$ cat config.mk
export PLATFORM = sky130hd
export DESIGN_NAME = spi_slave_mode
export DESIGN_NICKNAME = d
export VERILOG_FILES = /design/src/rtl/spi_slave_mode.sv
export SDC_FILE = /design/constraint.sdc
export NUM_CORES = 1
export LEC_CHECK = 0
export CAP_MARGIN = 5
export CORE_UTILIZATION = 55
export CTS_CLUSTER_SIZE = 28
export DETAILED_ROUTE_END_ITERATION = 8
export PLACE_DENSITY = 0.86
export SLEW_MARGIN = 20
export SYNTH_ARGS = -nofsm -noshare
export SYNTH_HDL_FRONTEND = slang
export SYNTH_SLANG_ARGS = --single-unit
$ cat constraint.sdc
create_clock -name clk_in -period 2.5 [get_ports clk_in]
set_input_delay 0.5 -clock clk_in [delete_from_list [all_inputs] [get_ports clk_in]]
set_output_delay 0.5 -clock clk_in [all_outputs]
set_load 0.005 [all_outputs]
$ cat src/rtl/spi_slave_mode.sv
// SPI slave: shifts DATA_WIDTH-bit words in on MOSI and out on MISO, all four SPI modes, either bit order.
// Latency: bus pins cross a 2-FF synchroniser; data_rdy_out / tx_load_out pulse one clk after the detecting edge.
// Backpressure: none. The master owns the bus; tx_data_in must be valid when tx_load_out would capture it.
//
// Ports:
//   clk_in, spi_rst_n           system clock, async active-low reset
//   spi_sclk_in/mosi_in/cs_n_in raw SPI bus inputs (asynchronous to clk_in)
//   spi_miso_out                registered slave data out, 0 outside a frame
//   tx_data_in / tx_load_out    next word to send / pulse when it was captured
//   data_out / data_rdy_out     last complete received word / pulse when updated
//   frame_active_out            synchronised CS asserted
//   frame_err_out               pulse when CS rose in the middle of a word
//   word_cnt_out                words completed in this frame, saturating
module spi_slave_mode #(
   parameter int DATA_WIDTH = 8,
   parameter int CPOL       = 0,
   parameter int CPHA       = 0,
   parameter int MSB_FIRST  = 1
) (
   input  logic                  clk_in,
   input  logic                  spi_rst_n,
   input  logic                  spi_sclk_in,
   input  logic                  spi_mosi_in,
   input  logic                  spi_cs_n_in,
   output logic                  spi_miso_out,
   input  logic [DATA_WIDTH-1:0] tx_data_in,
   output logic                  tx_load_out,
   output logic                  data_rdy_out,
   output logic [DATA_WIDTH-1:0] data_out,
   output logic                  frame_active_out,
   output logic                  frame_err_out,
   output logic [15:0]           word_cnt_out
);

   localparam int            BW          = $clog2(DATA_WIDTH);
   localparam logic [BW-1:0] LAST_BIT    = BW'(DATA_WIDTH - 1);
   localparam bit            SAMPLE_RISE = (CPOL == CPHA);

   // UNARMED: after reset, until CS has been seen deasserted through a valid
   // synchroniser. This keeps a reset released mid-frame from looking like a
   // fresh CS assertion.
   typedef enum logic [1:0] {ST_UNARMED, ST_IDLE, ST_ACTIVE} state_t;

   state_t                r_state;
   logic                  r_sclk_s1, r_sclk_s2, r_sclk_d;
   logic                  r_mosi_s1, r_mosi_s2;
   logic                  r_cs_s1, r_cs_s2, r_cs_d;
   logic [1:0]            r_sync_vld;
   logic [BW-1:0]         r_bit_cnt;
   logic [DATA_WIDTH-1:0] r_rx_shift;
   logic [DATA_WIDTH-1:0] r_tx_shift;
   logic [DATA_WIDTH-1:0] r_data;
   logic                  r_data_rdy, r_tx_load, r_frame_err, r_frame_active, r_miso;
   logic [15:0]           r_word_cnt;

   logic                  w_sclk_rise, w_sclk_fall;
   logic                  w_sample_edge, w_shift_edge;
   logic                  w_cs_fall;
   logic [DATA_WIDTH-1:0] w_rx_next;
   logic                  w_tx_head, w_tx_head_in;
   logic [DATA_WIDTH-1:0] w_tx_adv, w_tx_in_adv;

   assign w_sclk_rise   = r_sclk_s2 & ~r_sclk_d;
   assign w_sclk_fall   = ~r_sclk_s2 & r_sclk_d;
   assign w_sample_edge = SAMPLE_RISE ? w_sclk_rise : w_sclk_fall;
   assign w_shift_edge  = SAMPLE_RISE ? w_sclk_fall : w_sclk_rise;
   assign w_cs_fall     = r_cs_d & ~r_cs_s2;

   assign w_rx_next    = (MSB_FIRST != 0) ? {r_rx_shift[DATA_WIDTH-2:0], r_mosi_s2}
                                          : {r_mosi_s2, r_rx_shift[DATA_WIDTH-1:1]};
   // The head of r_tx_shift is always the next bit to put on MISO.
   assign w_tx_head    = (MSB_FIRST != 0) ? r_tx_shift[DATA_WIDTH-1] : r_tx_shift[0];
   assign w_tx_adv     = (MSB_FIRST != 0) ? {r_tx_shift[DATA_WIDTH-2:0], 1'b0}
                                          : {1'b0, r_tx_shift[DATA_WIDTH-1:1]};
   assign w_tx_head_in = (MSB_FIRST != 0) ? tx_data_in[DATA_WIDTH-1] : tx_data_in[0];
   assign w_tx_in_adv  = (MSB_FIRST != 0) ? {tx_data_in[DATA_WIDTH-2:0], 1'b0}
                                          : {1'b0, tx_data_in[DATA_WIDTH-1:1]};

   always_ff @(posedge clk_in or negedge spi_rst_n) begin
      if (!spi_rst_n) begin
         r_state        <= ST_UNARMED;
         r_sclk_s1      <= 1'b0;
         r_sclk_s2      <= 1'b0;
         r_sclk_d       <= 1'b0;
         r_mosi_s1      <= 1'b0;
         r_mosi_s2      <= 1'b0;
         r_cs_s1        <= 1'b1;
         r_cs_s2        <= 1'b1;
         r_cs_d         <= 1'b1;
         r_sync_vld     <= 2'b00;
         r_bit_cnt      <= '0;
         r_rx_shift     <= '0;
         r_tx_shift     <= '0;
         r_data         <= '0;
         r_data_rdy     <= 1'b0;
         r_tx_load      <= 1'b0;
         r_frame_err    <= 1'b0;
         r_frame_active <= 1'b0;
         r_miso         <= 1'b0;
         r_word_cnt     <= '0;
      end else begin
         r_sclk_s1  <= spi_sclk_in;
         r_sclk_s2  <= r_sclk_s1;
         r_sclk_d   <= r_sclk_s2;
         r_mosi_s1  <= spi_mosi_in;
         r_mosi_s2  <= r_mosi_s1;
         r_cs_s1    <= spi_cs_n_in;
         r_cs_s2    <= r_cs_s1;
         r_cs_d     <= r_cs_s2;
         r_sync_vld <= {r_sync_vld[0], 1'b1};

         r_data_rdy  <= 1'b0;
         r_tx_load   <= 1'b0;
         r_frame_err <= 1'b0;

         case (r_state)
            ST_UNARMED: begin
               r_miso    <= 1'b0;
               r_bit_cnt <= '0;
               // r_cs_s2 only reflects the pin once both stages have refilled.
               if (r_sync_vld[1] && r_cs_s2)
                  r_state <= ST_IDLE;
            end

            ST_IDLE: begin
               r_miso    <= 1'b0;
               r_bit_cnt <= '0;
               if (w_cs_fall) begin
                  r_state        <= ST_ACTIVE;
                  r_frame_active <= 1'b1;
                  r_word_cnt     <= '0;
                  r_rx_shift     <= '0;
                  r_tx_load      <= 1'b1;
                  if (CPHA == 0) begin
                     // First bit must be on MISO before the first (sampling) edge.
                     r_miso     <= w_tx_head_in;
                     r_tx_shift <= w_tx_in_adv;
                  end else begin
                     r_tx_shift <= tx_data_in;
                  end
               end
            end

            ST_ACTIVE: begin
               // CS deassertion wins over any SCLK edge seen in the same cycle.
               if (r_cs_s2) begin
                  r_state        <= ST_IDLE;
                  r_frame_active <= 1'b0;
                  r_miso         <= 1'b0;
                  r_bit_cnt      <= '0;
                  r_rx_shift     <= '0;
                  if (r_bit_cnt != '0)
                     r_frame_err <= 1'b1;
               end else begin
                  if (w_shift_edge) begin
                     r_miso     <= w_tx_head;
                     r_tx_shift <= w_tx_adv;
                  end
                  if (w_sample_edge) begin
                     r_rx_shift <= w_rx_next;
                     if (r_bit_cnt == LAST_BIT) begin
                        r_bit_cnt  <= '0;
                        r_data     <= w_rx_next;
                        r_data_rdy <= 1'b1;
                        // Reloaded unshifted: the next shift edge presents its first bit.
                        r_tx_shift <= tx_data_in;
                        r_tx_load  <= 1'b1;
                        if (r_word_cnt != 16'hFFFF)
                           r_word_cnt <= r_word_cnt + 16'd1;
                     end else begin
                        r_bit_cnt <= r_bit_cnt + 1'b1;
                     end
                  end
               end
            end

            default: r_state <= ST_UNARMED;
         endcase
      end
   end

   assign spi_miso_out     = r_miso;
   assign tx_load_out      = r_tx_load;
   assign data_rdy_out     = r_data_rdy;
   assign data_out         = r_data;
   assign frame_active_out = r_frame_active;
   assign frame_err_out    = r_frame_err;
   assign word_cnt_out     = r_word_cnt;

endmodule

Yosys cells after proc, flatten, opt, wreduce, memory -nomap -nowiden. Index checks and enable logic that the tools add are counted.

$add $sub $neg: 2. Equality and inequality tests: 13. Muxes and demuxes: 40. Bitwise logic cells: 6. Reductions and logical operators: 15.

Operators by type and width (number): 16-bit 2-to-1 mux (5); 8-bit 2-to-1 mux (5); 16-bit case mux with 2 select lines (1); 7-bit 2-to-1 mux (3); 16-bit by 1-bit adder with 16-bit output, second input constant (1); 16-bit != test, second input constant (1); 8-bit case mux with 2 select lines (1); 2-bit != test, second input constant (7); 7-bit case mux with 2 select lines (1); 1-bit 2-to-1 mux (13); 3-bit AND reduction (4); 3-bit 2-to-1 mux (3); 2-bit 2-to-1 mux (3); 3-bit != test, second input constant (2); 2-bit case mux with 3 select lines (1); 3-bit case mux with 2 select lines (1); 6-bit AND reduction (1); 3-bit nonzero test (2); 1-bit case mux with 2 select lines (2); 2-bit AND reduction (2); 4-bit AND reduction (1); 2-bit nonzero test (2); 3-bit by 1-bit adder with 3-bit output, second input constant (1); 1-bit bitwise AND (3); 8 further kinds (10).

Flip-flop bits (word level): 59. Input bits: 13. Output and inout port bits: 29. Word-level logic and storage cells: 96.

Depth between registers and ports, before layout. Gate-level depths: netlist of the first run.

Depth after elaboration: 7. Gate-level depth with buffers: 9. Depth with buffers taken out: 6.

Least setup slack after synthesis of the first run. No wires, ideal clock.

Path type: register to register. Start point: register r_word_cnt[0], in the netlist word_cnt_out[0]. End point: register r_word_cnt[0], in the netlist word_cnt_out[0]. Setup time: 0.125 ns. Arrival: 1.937 ns. Data required time: 2.375 ns. Setup slack: 0.438 ns. Cell stages (with the launch flop): 7. Buffers on the path: 1. Period minus slack after synthesis: 2.062 ns. Cell sequence: dfrtp_1 > ha_1 > inv_1 > or4_4 > buf_6 > o21a_4 > mux2_4.

Word-level cells in the longest chain between the ends: 6. Elaborated cells on any way between the ends: 9. Those cells by class: add/sub (1); eq/ne (2); mux (5); reduce/logical (1).

Ends and longest elaborated chain: start, declared (RTL line 54) `logic [15:0] r_word_cnt;`; start signal, assigned (RTL line 169) `r_word_cnt <= r_word_cnt + 16'd1;`; 16-bit by 1-bit adder with 16-bit output (RTL line 169); 16-bit 2-to-1 mux (RTL line 168) `if (r_word_cnt != 16'hFFFF)`; 16-bit 2-to-1 mux (RTL line 161) `if (r_bit_cnt == LAST_BIT) begin`; 16-bit 2-to-1 mux (RTL line 159) `if (w_sample_edge) begin`; 16-bit 2-to-1 mux (RTL line 146) `if (r_cs_s2) begin`; 16-bit case mux with 2 select lines (RTL line 116) `case (r_state)`.

Several ways; a longest one is shown, not always the timed one. The select of a mux whose other input is x is not followed. A chain may end at the register's enable or synchronous reset.

Worst setup path after layout of the first run. Ends and elaborated chain as after synthesis.

==> flow_summary_export.csv, run 1 <==
group,metric,value,unit
final_layout,final_cells,431,
clock_network,cts_tree,"yes",
logic_synthesis,synthFlopType,"dfrtp_1",
clock_network,path_clk_slew,0.07,ns
flow_run,cap_viol_max_count,0,
sta,layout_setup_ws,0.376,ns
logic_synthesis,synthesis.nets,333,
sta,slew_headroom,63.4,%
placement,dp_slack,0.397,ns
sta,max_slew.worst_pin.slew,0.549,ns
sta,max_freq,0.471,GHz
detailed_routing,drtIter0Drc,235,
grt,grt_max_degree,37,
logic_synthesis,yosysSeqAreaShare,47.8,%
clock_network,clock_sinks,59,
sta,rsz0062_at_grt,"no",
detailed_routing,wire_per_inst,15.4,um
power_and_ir_drop,p_switching,0.955,mW
floorplan,rows,26,
power_and_ir_drop,power_density,761,nW/um2
logic_synthesis,synthDistinctLibCells,54,
setup_path,end_kind,"register",
detailed_routing,drt_pre_antenna_iters,4,
sta,final-setup-viol-count,0,
sta,finalCritPeriodShare,84.9,%
grt,grt_pass1_vias,2464,
power_and_ir_drop,p_leak,1.60,nW
placement,placed_cells,415,
logic_synthesis,synthArstFlopShare,100,%
logic_synthesis,ys_seq_elements,59,
final_layout,final_util,71.9,%
sta,fin_skew,0.00881,ns
final_layout,layout_commonest_cell,"dfrtp_1",
final_layout,n_fill_cell,393,
power_and_ir_drop,power_frac_comb,30.2,%
clock_network,htreeDepth,3,
final_layout,diodes,0,
detailed_routing,ant_nets,0,
grt,grt_pass1_wl,11.6,mm
power_and_ir_drop,power.internal,1.93,mW
floorplan,ios,42,
placement,dpl.hpwl,4.59,mm
setup_path,crit_path_max_fanout,7,
clock_network,ctsRootBufferMaster,"clkbuf_8",
sta,drv_slew,0,
placement,place.gp.congestion,0.895,
floorplan,die_area,5940,um2
grt,grt_usage,25.0,%
clock_network,hold_buffers,0,
final_layout,final_cell_mix,"dfrtp_1, clkdlybuf4s50_1, nand2_1",
setup_path,setup.worst_path.start_class,"register",
grt,grt_overflow,0,
status,status,"completed",
floorplan,die_y,77.1,um
power_and_ir_drop,sw_frac_of_total,33.1,%
floorplan,dieWidth,77.1,um
sta,hold_viol_final,0,
clock_network,cts_resized,0,
clock_network,worstSkewPairLatency,0.34,ns
sta,setup-tns-final,0,ns
sta,timing.final.crit_period,2.12,ns
logic_synthesis,syn_avg_cell_area,9.93,um2
power_and_ir_drop,p_seq_share,40.6,%
clock_network,cts_buffers,9,
detailed_routing,vias_per_cell,5.77,
clock_network,cts_setup_buffers,0,
floorplan,start_util,58.8,%
logic_synthesis,synth_warnings,0,
placement,port_buffers,41,
logic_synthesis,synth_edf_count,0,
grt,antenna_found_initial,0,
logic_synthesis,netlist_area,3100,um2
clock_network,cts_buffer_depth,2,
detailed_routing,vias,2488,
floorplan,core,5270,um2
power_and_ir_drop,power_frac_clock,29.3,%
setup_path,cp_data_required_time,2.72,ns
final_layout,drive_gt1_share,15.0,%
final_layout,syn_to_final_growth,22.3,%
final_layout,final_nets,377,
detailed_routing,drc_errors,0,
worst_hold_path,worstHoldPathType,"in2async",
setup_path,crit_type,"reg2reg",
power_and_ir_drop,peakVddDrop,0.391,mV
logic_synthesis,syn_inst,312,
detailed_routing,finalWirelength,6.62,mm
setup_path,arrival,2.35,ns
## critical path: stages, from the launching register on
cell and delay [ns]:
dfrtp_1 0.45, ha_1 0.28, inv_1 0.11, or4_4 0.60
o21a_4 0.26, mux2_4 0.30
## synth_stat cells (all sizes together), types with 2 or more instances
cell type	n	area, um2
a211o	4	35.0
a211oi	3	27.5
a21oi	5	25.0
a221o	2	20.0
a221oi	2	17.5
a22o	11	96.3
a2bb2oi	2	17.5
a31oi	2	12.5
and2	2	12.5
and4	2	17.5
buf	8	42.5
clkbuf	9	33.8
dfrtp	56	1400
dfstp	3	78.8
ha	8	100
inv	20	75.1
mux2	16	184
mux2i	10	100
nand2	32	120
nand2b	4	25.0
nand3	12	60.1
nand3b	2	15.0
nand4	4	37.5
nor2	27	101
nor3	6	30.0
nor4	6	37.5
o211ai	8	60.1
o21a	2	22.5
o21ai	23	126
o2bb2ai	2	17.5
or2	3	18.8
## power groups by stage
stage	registers (mW)	clock network, mW	logic (mW)
floorplan	1.15	0	0.640
CTS	1.17	0.865	0.867
finish	1.17	0.844	0.869
global route	1.19	0.912	0.971
detailed placement	1.18	0	0.859
global placement	1.17	0	0.830
## cell families (layout without fill, tap and decap cells)
group	count (synthesis)	after routing	synth area share (%)
other	1	1	0.121
multiplexers	26	26	9.16
AO/OA/AOI/OAI	75	75	17.9
flip-flops	59	59	47.8
AND/OR/NAND/NOR	106	106	16.9
adder cells (fa/ha/maj)	8	8	3.23
buffers and inverters	37	86	4.88
## area by class of cell
| cell class | count | area, um2 | area share [%] |
|---|---|---|---|
| sequential | 59 | 1480 | 39.1 |
| multi-input combinational | 216 | 1470 | 38.7 |
| timing repair buffer | 50 | 485 | 12.8 |
| clock buffer | 11 | 141 | 3.73 |
| tap | 70 | 87.6 | 2.31 |
| inverter | 20 | 75.1 | 1.98 |
| clock inverter | 5 | 52.6 | 1.39 |
## worst paths after layout
path / from / to / slack, ns / depth (start not counted)
max: word_cnt_out[0] / word_cnt_out[0] / 0.38 / 5
min: spi_rst_n / word_cnt_out[4] / 0.15 / 1
max reg2reg: word_cnt_out[0] / word_cnt_out[0] / 0.38 / 5
min reg2reg: r_mosi_s1 / r_mosi_s2 / 0.35 / 0
max in group asynchronous: spi_rst_n / r_cs_d / 1.70 / 2
min in group clk_in: r_mosi_s1 / r_mosi_s2 / 0.35 / 0
## through the flow
stage,hold slack (ns),power (mW),area (um2)
2_1_floorplan,0.204,1.79,3100
3_3_place_gp,0.336,2.00,3600
3_5_place_dp,0.335,2.04,3600
4_1_cts,0.150,2.90,3790
5_1_grt,0.183,3.07,3790
6_report,0.152,2.88,3790
## routing by layer
layer	track usage [%]	routed length (um)	part of all wire, %	vias up
met2	39.6	3170	48	77
met5	0	0	0	-
met3	7.86	375	5.7	8
li1	-	-	-	1204
met1	32.7	3000	45	1199
met4	8.30	76	1.1	0
## registers in the layout, indices dropped and copies added (netlist names), 2 cells and up
name / cells
r_rx_shift: 7
word_cnt_out: 16
data_out: 8
r_bit_cnt: 3
r_state: 2
r_tx_shift: 8
r_sync_vld: 2
Power figures use the tool's default switching activity.
==> run 2: changes to the inputs <==
CORE_UTILIZATION = 49   (was 55)
PLACE_DENSITY = 0.81   (was 0.86)
clock period = 1.9 ns   (was 2.5 ns; I/O delays follow)
==> run 2 against run 1 <==
Compared with the run above: the run now ends with negative setup slack left; combinational power is 62% higher; utilization is 2.1 points lower; final cell count is 9.3% higher; die area is 12% higher; clock skew is 0.0013 ns lower; global-route usage is 1.2 points lower; highest routed layer unchanged; clock power is 46% higher; count of clock-buffer cells in the layout stayed put; worst hold slack worse by 0.14 ns; largest power group unchanged.
==> flow_summary_export.csv, run 2 (synthesis gave the netlist of run 1 again) <==
group,metric,value,unit
status,status,"finished with violations",
status,violations,"negative setup slack",
sta,max_freq,0.511,GHz
placement,dpl.hpwl,5.17,mm
detailed_routing,drc_errors,0,
detailed_routing,drt_pre_antenna_iters,4,
grt,grt_pass1_vias,2481,
final_layout,diodes,0,
sta,fin_skew,0.00755,ns
detailed_routing,drtIter0Drc,308,
power_and_ir_drop,p_leak,1.81,nW
floorplan,core,6030,um2
grt,grt_overflow,0,
placement,place.gp.congestion,0.914,
placement,port_buffers,41,
setup_path,timing.rr.end,"word_cnt_out[7]",
final_layout,n_fill_cell,427,
flow_run,cap_viol_max_count,0,
clock_network,cts_buffer_depth,2,
final_layout,syn_to_final_growth,35.8,%
clock_network,path_clk_slew,0.07,ns
floorplan,die_area,6650,um2
final_layout,final_cell_mix,"dfrtp_1, clkdlybuf4s50_1, buf_4",
setup_path,cp_data_required_time,2.13,ns
detailed_routing,ant_nets,0,
final_layout,drive_gt1_share,26.3,%
sta,drv_slew,0,
setup_path,reg2regPathDepth,7,
sta,finalCritPeriodShare,103,%
final_layout,seq_area,1480,um2
worst_hold_path,worstHoldPathType,"in2async",
sta,rsz0062_at_grt,"yes",
grt,grt_pass1_wl,11.8,mm
setup_path,r2r-start,"r_bit_cnt[0]",
sta,max_slew.worst_pin.slew,0.544,ns
final_layout,final_nets,412,
final_layout,multi_input_area,1580,um2
setup_path,r2r_setup_slack,-0.06,ns
final_layout,largest_reg_flops,16,
power_and_ir_drop,peakVddDrop,0.491,mV
grt,grt_max_degree,23,
clock_network,hold_buffers,0,
setup_path,end_kind,"register",
clock_network,cts_buffers,9,
floorplan,rows,28,
setup_path,crit_path_max_fanout,4,
final_layout,finalInstanceArea,4210,um2
sta,layout_setup_ws,-0.0582,ns
grt,grt_usage,23.9,%
detailed_routing,vias,2731,
floorplan,die_y,81.5,um
clock_network,worstSkewPairLatency,0.35,ns
grt,antenna_found_initial,0,
sta,slew_headroom,63.7,%
clock_network,cts_tree,"yes",
detailed_routing,wire_per_inst,16.1,um
detailed_routing,vias_per_cell,5.80,
setup_path,setup.worst_path.start_class,"register",
sta,final-setup-viol-count,6,
setup_path,crit_type,"reg2reg",
clock_network,ctsRootBufferMaster,"clkbuf_8",
floorplan,dieWidth,81.5,um
setup_path,arrival,2.19,ns
floorplan,start_util,51.4,%
sta,setup-tns-final,-0.210,ns
detailed_routing,finalWirelength,7.58,mm
sta,timing.final.crit_period,1.96,ns
placement,place_area,3880,um2
power_and_ir_drop,power_density,992,nW/um2
final_layout,layout_commonest_cell,"dfrtp_1",
sta,hold_viol_final,0,
clock_network,clock_sinks,59,
clock_network,htreeDepth,3,
floorplan,ios,42,
final_layout,final_util,69.9,%
[run 2: changes by cell type in the layout (fill, tap and decap cells not counted), moves of 2 or more]
cell | previous run | this run
buf_4 | 8 | 40
o21ai_1 | 0 | 2
dfrtp_2 | 0 | 2
ha_4 | 0 | 2
ha_1 | 8 | 3
ha_2 | 0 | 3
buf_6 | 0 | 2
nor4_4 | 0 | 2
o21ai_0 | 22 | 20
nor4_1 | 6 | 4
dfrtp_1 | 56 | 54
[run 2: worst max path at each step]
stage / start / to / slack [ns] / cells past startpoint
after floorplan: word_cnt_out[0] / word_cnt_out[0] / -0.03 / 6
after global placement: r_bit_cnt[0] / word_cnt_out[7] / 0.03 / 6
after detailed placement: r_bit_cnt[0] / word_cnt_out[12] / -0.03 / 6
after CTS: r_bit_cnt[0] / word_cnt_out[7] / -0.02 / 6
after global routing: r_bit_cnt[0] / word_cnt_out[12] / -0.16 / 7
final: r_bit_cnt[0] / word_cnt_out[7] / -0.06 / 7
[run 2: metal layers]
layer / track usage [%] / vias up / wire [um]
met5: 0 / - / 0
met4: 8.39 / 0 / 110
met3: 7.22 / 12 / 318
met2: 37.7 / 74 / 3860
met1: 31.1 / 1354 / 3290
li1: - / 1291 / -
[run 2: metrics by stage]
step           hold slack [ns]  setup WS, ns  total power [mW]  std cells
2_1_floorplan           0.0844       -0.0342              2.42        312
3_3_place_gp             0.334        0.0337              2.80        450
3_5_place_dp             0.337       -0.0273              2.87        450
4_1_cts                 0.0230       -0.0157              4.10        466
5_1_grt                 0.0471        -0.159              4.39        471
6_report                0.0133       -0.0582              4.17        471
[run 2: area by class of cell]
| cell class | count | share of cell area, % |
|---|---|---|
| inverter | 20 | 1.78 |
| clock buffer | 11 | 3.12 |
| clock inverter | 5 | 1.84 |
| sequential | 59 | 35.2 |
| timing repair buffer | 85 | 18.3 |
| tap | 75 | 2.23 |
| multi-input combinational | 216 | 37.5 |
[run 2: worst max-delay path, cell delays in order (launching register included)]
cell and delay, ns:
dfrtp_1 0.36, ha_2 0.19, ha_4 0.14, nand3b_1 0.17
a211oi_4 0.41, o21ai_4 0.11, buf_6 0.15, a221o_1 0.30
[run 2: power by group]
part	switching [mW]	internal (mW)
clock	0.499	0.734
combinational	0.743	0.663
sequential	0.135	1.40
total	1.38	2.80
[run 2: what timing repair did]
| item | 4_1_cts | 5_1_grt |
|---|---|---|
| pin swaps | 1 | 8 |
| gates resized for setup | 3 | 17 |
| setup buffers | 0 | 5 |
| setup endpoints to repair | 4 | 30 |
